==> config.mk <==
export PLATFORM = sky130hd
export DESIGN_NAME = bus_arbiter
export DESIGN_NICKNAME = d
export VERILOG_FILES = /design/src/rtl/bus_arbiter_pkg.sv /design/src/rtl/bus_arbiter_fsm.sv /design/src/rtl/bus_arbiter.sv
export SDC_FILE = /design/constraint.sdc
export NUM_CORES = 1
export LEC_CHECK = 0
export CAP_MARGIN = 30
export CORE_MARGIN = 1.5
export CORE_UTILIZATION = 32
export DETAILED_ROUTE_END_ITERATION = 8
export PLACE_DENSITY = 0.93
export SKIP_LAST_GASP = 1
export SYNTH_ARGS = -nofsm -noshare
export SYNTH_HDL_FRONTEND = slang
export SYNTH_SLANG_ARGS = --single-unit
==> constraint.sdc <==
create_clock -name clk -period 2 [get_ports clk]
set_clock_uncertainty 0.1 [all_clocks]
set_input_delay 0.4 -clock clk [delete_from_list [all_inputs] [get_ports clk]]
set_output_delay 0.4 -clock clk [all_outputs]
set_load 0.005 [all_outputs]
==> src/rtl/bus_arbiter_pkg.sv <==
// Shared arbiter constants: bus-owner state encoding and default burst sizing.
// Used by the arbiter, the DMA engine and the testbench.
package bus_arbiter_pkg;

    typedef enum logic {
        ST_CPU = 1'b0,
        ST_DMA = 1'b1
    } arb_st_e;

    localparam int DEF_MAX_BURST = 4;
    localparam int DEF_CW        = 8;

endpackage

==> src/rtl/bus_arbiter_fsm.sv <==
// Bus-owner state machine: current owner, previous owner and DMA burst counter.
// BUS_ARB_SYNC_ALIGN_EN restricts DMA entry to opcode-fetch (cpu_sync) cycles.
module bus_arbiter_fsm
    import bus_arbiter_pkg::*;
#(
    parameter int MAX_BURST = DEF_MAX_BURST,
    parameter int CW        = DEF_CW
) (
    input  logic          clk,
    input  logic          rst,
    input  logic          dma_req,
    input  logic          cpu_sync,
    output logic          st,
    output logic          prev_dma,
    output logic [CW-1:0] cnt
);

    localparam logic [CW-1:0] LAST_CNT = CW'(MAX_BURST - 1);

    arb_st_e       st_q, st_d;
    logic          prev_dma_q, prev_dma_d;
    logic [CW-1:0] cnt_q, cnt_d;
    logic          grant_s;

`ifdef BUS_ARB_SYNC_ALIGN_EN
    assign grant_s = dma_req & cpu_sync;
`else
    logic unused_sync_s;
    assign unused_sync_s = cpu_sync;
    assign grant_s       = dma_req;
`endif

    // Next owner: the yield edge out of DMA wins over a still-pending request.
    always_comb begin
        st_d       = st_q;
        cnt_d      = cnt_q;
        prev_dma_d = (st_q == ST_DMA);
        case (st_q)
            ST_CPU: begin
                cnt_d = '0;
                if (grant_s) begin
                    st_d = ST_DMA;
                end else begin
                    st_d = ST_CPU;
                end
            end
            ST_DMA: begin
                if (!dma_req || (cnt_q == LAST_CNT)) begin
                    st_d  = ST_CPU;
                    cnt_d = '0;
                end else begin
                    st_d  = ST_DMA;
                    cnt_d = cnt_q + CW'(1);
                end
            end
            default: begin
                st_d  = ST_CPU;
                cnt_d = '0;
            end
        endcase
    end

    // State registers.
    always_ff @(posedge clk or posedge rst) begin
        if (rst) begin
            st_q       <= ST_CPU;
            prev_dma_q <= 1'b0;
            cnt_q      <= '0;
        end else begin
            st_q       <= st_d;
            prev_dma_q <= prev_dma_d;
            cnt_q      <= cnt_d;
        end
    end

    assign st       = st_q;
    assign prev_dma = prev_dma_q;
    assign cnt      = cnt_q;

endmodule

==> src/rtl/bus_arbiter.sv <==
// Shares one synchronous memory port between the 65C02 and a DMA requester,
// stalling the core via RDY and replaying its stolen read. Option: BUS_ARB_SYNC_ALIGN_EN.
module bus_arbiter
    import bus_arbiter_pkg::*;
#(
    parameter int MAX_BURST = DEF_MAX_BURST,
    parameter int CW        = DEF_CW
) (
    input  logic        clk,
    input  logic        RST,
    input  logic [15:0] cpu_ad,
    input  logic [7:0]  cpu_do,
    input  logic        cpu_we,
    input  logic        cpu_sync,
    output logic [7:0]  cpu_di,
    output logic        cpu_rdy,
    input  logic        dma_req,
    input  logic [15:0] dma_ad,
    input  logic [7:0]  dma_do,
    input  logic        dma_we,
    output logic        dma_ack,
    output logic        dma_rvalid,
    output logic [7:0]  dma_di,
    output logic [15:0] mem_ad,
    output logic [7:0]  mem_do,
    output logic        mem_we,
    input  logic [7:0]  mem_di
);

    logic          st_s;
    logic          prev_dma_s;
    logic [CW-1:0] cnt_s;
    logic [7:0]    hold_q, hold_d;
    logic          dma_rvalid_q, dma_rvalid_d;

    bus_arbiter_fsm #(
        .MAX_BURST (MAX_BURST),
        .CW        (CW)
    ) u_fsm (
        .clk      (clk),
        .rst      (RST),
        .dma_req  (dma_req),
        .cpu_sync (cpu_sync),
        .st       (st_s),
        .prev_dma (prev_dma_s),
        .cnt      (cnt_s)
    );

    logic unused_cnt_s;
    assign unused_cnt_s = ^cnt_s;

    // Memory port mux and CPU stall; a dropped request in DMA state neither writes nor acks.
    always_comb begin
        if (st_s == ST_DMA) begin
            mem_ad  = dma_ad;
            mem_do  = dma_do;
            mem_we  = dma_we & dma_req;
            cpu_rdy = 1'b0;
            dma_ack = dma_req;
        end else begin
            mem_ad  = cpu_ad;
            mem_do  = cpu_do;
            mem_we  = cpu_we;
            cpu_rdy = 1'b1;
            dma_ack = 1'b0;
        end
    end

    // The first DMA cycle sees the data the CPU was about to read; keep it for replay.
    always_comb begin
        if ((st_s == ST_DMA) && !prev_dma_s) begin
            hold_d = mem_di;
        end else begin
            hold_d = hold_q;
        end
        if ((st_s == ST_CPU) && prev_dma_s) begin
            cpu_di = hold_q;
        end else begin
            cpu_di = mem_di;
        end
        dma_rvalid_d = dma_ack & ~dma_we;
    end

    // Replay and DMA read-valid registers.
    always_ff @(posedge clk or posedge RST) begin
        if (RST) begin
            hold_q       <= 8'h00;
            dma_rvalid_q <= 1'b0;
        end else begin
            hold_q       <= hold_d;
            dma_rvalid_q <= dma_rvalid_d;
        end
    end

    assign dma_rvalid = dma_rvalid_q;
    assign dma_di     = mem_di;

endmodule

**After elaboration in Yosys (flattened, before gate mapping)**

Index checks and enable logic that the tools add are counted.

- Output and inout port bits: 44
- Word-level logic and storage cells: 27
- Input bits: 62
- Register bits after elaboration: 19

- Muxes and demuxes: 11
- Reductions and logical operators: 5
- Add/subtract/negate cells: 1
- Equal/unequal tests: 1
- Bitwise operators: 4

Operator list:

| kind | number |
|---|---|
| $mux W8 | 3 |
| $mux W16 | 1 |
| $pmux W8 S2 | 1 |
| $add A8 B1 Y8 const B | 1 |
| $eq A8 B2 Y1 const B | 1 |
| $mux W1 | 5 |
| $and A1 B1 Y1 | 2 |
| $logic_and A1 B1 Y1 | 2 |
| $logic_not A1 Y1 | 2 |
| $not A1 Y1 | 2 |
| $pmux W1 S2 | 1 |
| $logic_or A1 B1 Y1 | 1 |

**Depth between registers and ports, before layout**

Gate-level depths: netlist of the first run.

- Depth after elaboration: 4
- Gate-level depth with buffers: 4
- Mapped depth without buffers: 4

**Cells and area by module**

A second synthesis of the first run with hierarchy kept.

- Cells, all modules: 112
- Area total of the unflattened synthesis: 1,343.8 µm²

Modules (own cells, without submodules):

| module | instances | area an instance (µm²) | cells each |
|---|---|---|---|
| bus_arbiter | 1 | 900.9 | 69 |
| bus_arbiter_fsm | 1 | 442.9 | 43 |

**Worst setup path before layout of the first run**

No wires, ideal clock.

- Kind: reg-to-output
- Start: reg u_fsm.st_q, in the netlist u_fsm.st
- End: out cpu_di[0]
- Cell stages (with the launch flop): 5
- Data arrival time: 1,214 ps
- Path buffers: 1
- Setup slack: 286 ps
- Path through: dfrtp_1 -> buf_2 -> inv_1 -> nand2_1 -> mux2_2

- Word-level cells in the longest chain between the ends: 3

Ends and longest elaborated chain:

| element | RTL line | RTL |
|---|---|---|
| start: declaration | bus_arbiter_fsm.sv:20 | `arb_st_e st_q, st_d;` |
| start signal: assignment | bus_arbiter_fsm.sv:70 | `st_q <= st_d;` |
| $not A1 Y1 | bus_arbiter.sv:76 | `if ((st_s == ST_CPU) && prev_dma_s) begin` |
| $logic_and A1 B1 Y1 | bus_arbiter.sv:76 |  |
| $mux W8 | bus_arbiter.sv:76 |  |
| end: declaration | bus_arbiter.sv:15 | `output logic [7:0] cpu_di,` |

Every way passes these cells.

**Final worst setup path of the first run**

- Start: reg u_fsm.st_q, in the netlist u_fsm.st
- End: out mem_ad[5]

- Word-level cells in the longest chain between the ends: 1

Ends and longest elaborated chain:

| element | RTL line | RTL |
|---|---|---|
| $mux W16 | bus_arbiter.sv:54 | `if (st_s == ST_DMA) begin` |
| end: declaration | bus_arbiter.sv:24 | `output logic [15:0] mem_ad,` |

Every way passes these cells.

==> impl_metrics.json, run 1 <==
{
  "cp.required_ps": 1500,
  "crit_fanout": 9,
  "fp.dieW_um": 65.3,
  "p_leak_nw": 1.11,
  "cts_sinks": 19,
  "wl_met1_um": 1550,
  "via_count": 1251,
  "drv_cap": 0,
  "critPathCaptureType": "primary output",
  "clkLatencyLatePin_ps": 260,
  "grt_overflow": 0,
  "port_buffers": 104,
  "grt_pass1_wl_um": 5930,
  "avgViaCountPerCell": 4.60,
  "ctsHoldBuffers": 0,
  "area_growth_pct": 94.8,
  "syn_inst": 109,
  "dp_hpwl_um": 2990,
  "placed_cells": 259,
  "cpPeakStageDelay_ps": 450,
  "floorplan.initialDensity_pct": 33.6,
  "ant_nets": 0,
  "drive_gt1_share_pct": 37.1,
  "hold_viol": 0,
  "critPathSlowestCell": "dfrtp_2",
  "synth_area_leaders": "dfrtp_1 38%, mux2_2 36%, buf_4 4.8%",
  "irDropWorstVdd_mv": 0.255,
  "gp_congestion": 0.758,
  "cts_tree": "yes",
  "syn-num-nets": 172,
  "dr.max_layer_used": "met4",
  "fp.coreArea_um2": 3690,
  "rsz0062_at_grt": "true",
  "setup.worst_path.class": "register to primary output",
  "nets": 288,
  "max_freq_mhz": 490,
  "wl_met3_um": 232,
  "hold_path.class": "input pin to asynchronous set/reset pin",
  "grt_max_degree": 20,
  "synth.top_cell.area_share_pct": 38.3,
  "yosys_warnings": 0,
  "violations": "setup timing",
  "dr_wl_met2_um": 2090,
  "period_needed_ps": 2040,
  "finalCritPeriodShare_pct": 102,
  "grt_use_total_pct": 18.0,
  "clockRootBuffer": "clkbuf_8",
  "yosysSeqAreaShare_pct": 38.3,
  "diodes": 0,
  "dp_slack_ps": -264,
  "tightestPinTransition_ps": 404,
  "fin_cells": 272,
  "rows": 22,
  "cts_max_level": 1,
  "cellPowerDensity_nw_per_um2": 452,
  "critPathLaunchType": "register",
  "drc": 0,
  "clockBufferDepth": 2,
  "ios": 106,
  "synth_top_cell_by_area": "dfrtp_1",
  "antenna_found_initial": 0,
  "grt_pass1_vias": 1264,
  "yosys_register_bits": 19,
  "synth_cell_types": 21,
  "wirelength_um": 3930,
  "cts_buffers": 3,
  "first_pass_iters": 4,
  "setup_viol": 10,
  "setup_ws_ps": -39.0,
  "path_cells": "buf_12 -> buf_4 -> mux2_2 -> dlygate4sd2_1",
  "die_y_um": 65.3,
  "clk_pin_slew_ps": 70,
  "wl_per_cell_um": 14.4,
  "slew_headroom_pct": 73.1,
  "drv_slew": 0,
  "avgSynthCellArea_um2": 11.4,
  "crit_arrival_ps": 1540,
  "drtIter0Drc": 29,
  "dieArea_um2": 4260,
  "status": "finished with violations",
  "synth_area_um2": 1240
}
## routing by layer
| metal | GRT usage [%] | up-vias |
|---|---|---|
| met2 | 34.1 | 50 |
| li1 | - | 612 |
| met4 | 4.43 | 0 |
| met5 | 0 | - |
| met3 | 4.28 | 5 |
| met1 | 20.1 | 584 |
## power by group
| part | switching (mW) | internal, mW | leakage, nW | total [mW] |
|---|---|---|---|---|
| registers | 0.0176 | 0.414 | 0.240 | 0.431 |
| clock network | 0.131 | 0.142 | 0.0228 | 0.273 |
| logic | 0.116 | 0.273 | 0.843 | 0.389 |
## through the flow
stage / TNS [ps] / hold slack [ps] / util (%) / area [um2] / total power, mW
2_1_floorplan: 0 / 249 / - / 1240 / 0.573
3_3_place_gp: -679 / 385 / 64.0 / 2360 / 0.842
3_5_place_dp: -1060 / 396 / 64.0 / 2360 / 0.854
4_1_cts: -503 / 364 / 65.7 / 2420 / 1.10
5_1_grt: -780 / 407 / 65.5 / 2420 / 1.15
6_report: -230 / 356 / 65.5 / 2420 / 1.09
## worst paths after layout
| check | startpoint | end | slack (ps) | cells past startpoint |
|---|---|---|---|---|
| max | u_fsm.st | mem_ad[5] | -40 | 4 |
| min | RST | u_fsm.cnt[6] | 360 | 3 |
| max reg2reg | u_fsm.cnt[3] | u_fsm.cnt[5] | 310 | 3 |
| min reg2reg | hold_q[2] | hold_q[2] | 410 | 1 |
| max in group asynchronous | RST | u_fsm.st | 1230 | 3 |
| min in group clk | mem_di[4] | hold_q[4] | 410 | 3 |
## cell type report
cell class	count	area, um2
inverters	5	18.8
multi-input cells	74	682
repair buffers	122	1130
well taps	48	60.1
flip-flops and latches	19	477
fillers	307	1270
clock buffers	4	45.0
## logic make-up (layout without fill, tap and decap cells)
logic type / count (synthesis) / after routing / share of synthesized area, %
muxes: 40 / 40 / 36.3
and+or+nand+nor: 20 / 20 / 8.27
xor gates and xnor gates: 2 / 2 / 1.41
adders and majority gates: 1 / 1 / 1.01
DFF: 19 / 19 / 38.3
buffers and inverters: 16 / 131 / 7.56
AOI/OAI and AO/OA: 11 / 11 / 7.16
## layout by cell type (no fill, tap or decap), drive strengths merged
cell           synthesis  layout
buf                   11      29
mux2                  40      40
o41a                   1       1
dlygate4sd2            0      14
or3                    3       3
a21oi                  4       4
nand2                  4       4
o21ai                  3       3
o311ai                 1       1
dlymetal6s2s           0       6
clkbuf                 0       9
nand3                  4       4
clkdlybuf4s15          0       3
dfrtp                 19      19
clkdlybuf4s50          0      65
xor2                   2       2
o21bai                 1       1
ha                     1       1
inv                    5       5
a22o                   1       1
nand2b                 1       1
or4                    1       1
nor2                   6       6
nand4                  1       1
## worst max-delay path: cells and delay by family, from the launching register on
kind	cells	cell delay (ps)
muxes	1	270
buffers and inverters	3	560
DFF	1	450
## repair_timing
item	4_1_cts	5_1_grt
buffers inserted	7	2
setup endpoints to repair	34	34
gates cloned	1	0
resized for setup	70	22
endpoints found under the hold margin	0	0
## cell usage after synthesis, drive strengths merged
cell type,number
mux2,40
dfrtp,19
buf,11
nor2,6
inv,5
a21oi,4
nand2,4
nand3,4
o21ai,3
or3,3
xor2,2
a22o,1
ha,1
nand2b,1
nand4,1
o21bai,1
o311ai,1
o41a,1
or4,1
## flip-flops by register name, indices dropped and copies added (netlist names)
register / cells
u_fsm.st: 1
dma_rvalid: 1
u_fsm.cnt: 8
u_fsm.prev_dma: 1
hold_q: 8
Power figures use the tool's default switching activity.
==> run 2: changes to the inputs <==
Settings changed: CORE_MARGIN 1.5 to 1.
==> impl_metrics.json, run 2 (synthesis results as in run 1) <==
{
  "via_count": 1321,
  "p_leak_nw": 1.16,
  "avgViaCountPerCell": 4.79,
  "setup_ws_ps": -114,
  "power.share.switching_pct": 24.2,
  "drtIter0Drc": 18,
  "gp_congestion": 0.745,
  "grt_use_total_pct": 19.8,
  "fp.coreArea_um2": 3690,
  "drv_cap": 0,
  "cts_buffers": 3,
  "ios": 106,
  "setup_viol": 14,
  "grt_overflow": 0,
  "clockRootBuffer": "clkbuf_8",
  "cpPeakStageDelay_ps": 390,
  "dp_slack_ps": -168,
  "first_pass_iters": 4,
  "hold_viol": 0,
  "cellPowerDensity_nw_per_um2": 440,
  "placed_cell_area_um2": 2350,
  "rows": 22,
  "rsz0062_at_grt": "true",
  "nets": 292,
  "switching_power_mw": 0.272,
  "drc": 0,
  "hold_path.class": "input pin to asynchronous set/reset pin",
  "drv_slew": 0,
  "diodes": 0,
  "clkLatencyLatePin_ps": 260,
  "cp.required_ps": 1500,
  "grt_pass1_vias": 1350,
  "slew_headroom_pct": 70.5,
  "crit_fanout": 7,
  "irDropWorstVdd_mv": 0.234,
  "cts_tree": "yes",
  "area_growth_pct": 106,
  "finalCritPeriodShare_pct": 106,
  "path_cells": "buf_6 -> bufbuf_16 -> mux2_2 -> dlygate4sd2_1",
  "clk_pin_slew_ps": 70,
  "final_cell_mix": "68 x clkdlybuf4s50_1, 40 x mux2_2, 19 x dlygate4sd2_1, 18 x dfrtp_1, 17 x buf_4",
  "wl_per_cell_um": 15.9,
  "antenna_found_initial": 0,
  "grt_pass1_wl_um": 6300,
  "r2r_setup_slack_ps": 330,
  "critPathLaunchType": "register",
  "setup.worst_path.class": "register to primary output",
  "critPathCaptureType": "primary output",
  "final_common_cell": "clkdlybuf4s50_1",
  "whs_ps": 358,
  "crit_arrival_ps": 1610,
  "period_needed_ps": 2110,
  "cts_max_level": 1,
  "port_buffers": 104,
  "max_freq_mhz": 473,
  "cts_sinks": 19,
  "die_y_um": 64.3,
  "critPathSlowestCell": "dfrtp_2",
  "wirelength_um": 4380,
  "dp_hpwl_um": 3030,
  "grt_max_degree": 20,
  "seq_power_share_pct": 38.4,
  "ant_nets": 0,
  "dieArea_um2": 4130,
  "tns_ps": -866,
  "tightestPinTransition_ps": 443,
  "drive_gt1_share_pct": 32.5,
  "violations": "setup timing",
  "fin_area_um2": 2550,
  "clkPwrFrac_pct": 23.9,
  "clockBufferDepth": 2,
  "floorplan.initialDensity_pct": 33.6,
  "fp.dieW_um": 64.3,
  "internal_power_mw": 0.851,
  "status": "finished with violations",
  "ctsHoldBuffers": 0,
  "combPwrFrac_pct": 37.8
}
==> run 2: changes by cell type in the layout (fill, tap and decap cells not counted), sizes merged <==
| cell | change |
|---|---|
| buf | -8 |
| clkbuf | -5 |
| clkdlybuf4s15 | +5 |
| dlygate4sd2 | +5 |
| clkdlybuf4s50 | +3 |
| dlymetal6s2s | +2 |
| bufbuf | +1 |
| clkinv | +1 |
==> run 2: power by group through the flow <==
stage | clock network, mW | registers [mW] | logic, mW
floorplan | 0 | 0.431 | 0.142
global placement | 0 | 0.434 | 0.404
detailed placement | 0 | 0.436 | 0.413
CTS | 0.274 | 0.429 | 0.408
global route | 0.287 | 0.435 | 0.453
finish | 0.268 | 0.431 | 0.424
==> run 2: per-stage QoR <==
stage,std cells,total power [mW],utilization [%]
5_1_grt,276,1.17,69.2
2_1_floorplan,109,0.573,-
4_1_cts,267,1.11,66.6
3_3_place_gp,259,0.838,63.6
6_report,276,1.12,69.2
3_5_place_dp,259,0.849,63.6
==> run 2: layout make-up <==
cell class,instances,area [um2]
Clock buffer,3,41.3
Clock inverter,1,5.00
Fill cell,279,1140
Inverter,5,18.8
Multi-Input combinational cell,74,682
Sequential cell,19,477
Tap cell,48,60.1
Timing Repair Buffer,126,1270
==> run 2: layer usage <==
metal / GRT usage (%) / part of all wire, % / vias up
met5: 0 / 0 / -
met4: 4.17 / 1.5 / 0
met3: 5.00 / 5.3 / 9
met2: 37.8 / 58 / 44
met1: 21.8 / 35 / 647
li1: - / - / 621
==> run 2: critical path, delay by kind of cell (launching register included) <==
family,cells,cell delay (ps)
mux,1,330
buf+inv,3,650
flops,1,390
==> run 2: repair_timing <==
action,4_1_cts,5_1_grt
cloned,2,1
buffers inserted,2,9
endpoints found under the setup margin,34,35
pin swaps,1,1
resized for setup,34,20
==> run 2: worst paths after layout <==
| kind | from | endpoint | cells past startpoint |
|---|---|---|---|
| max reg2reg | u_fsm.cnt[3] | u_fsm.cnt[7] | 3 |
| min in group clk | hold_q[7] | hold_q[7] | 1 |
| min | RST | hold_q[6] | 3 |
| max | u_fsm.st | mem_ad[11] | 4 |
| min reg2reg | hold_q[7] | hold_q[7] | 1 |
| max in group asynchronous | RST | u_fsm.st | 3 |
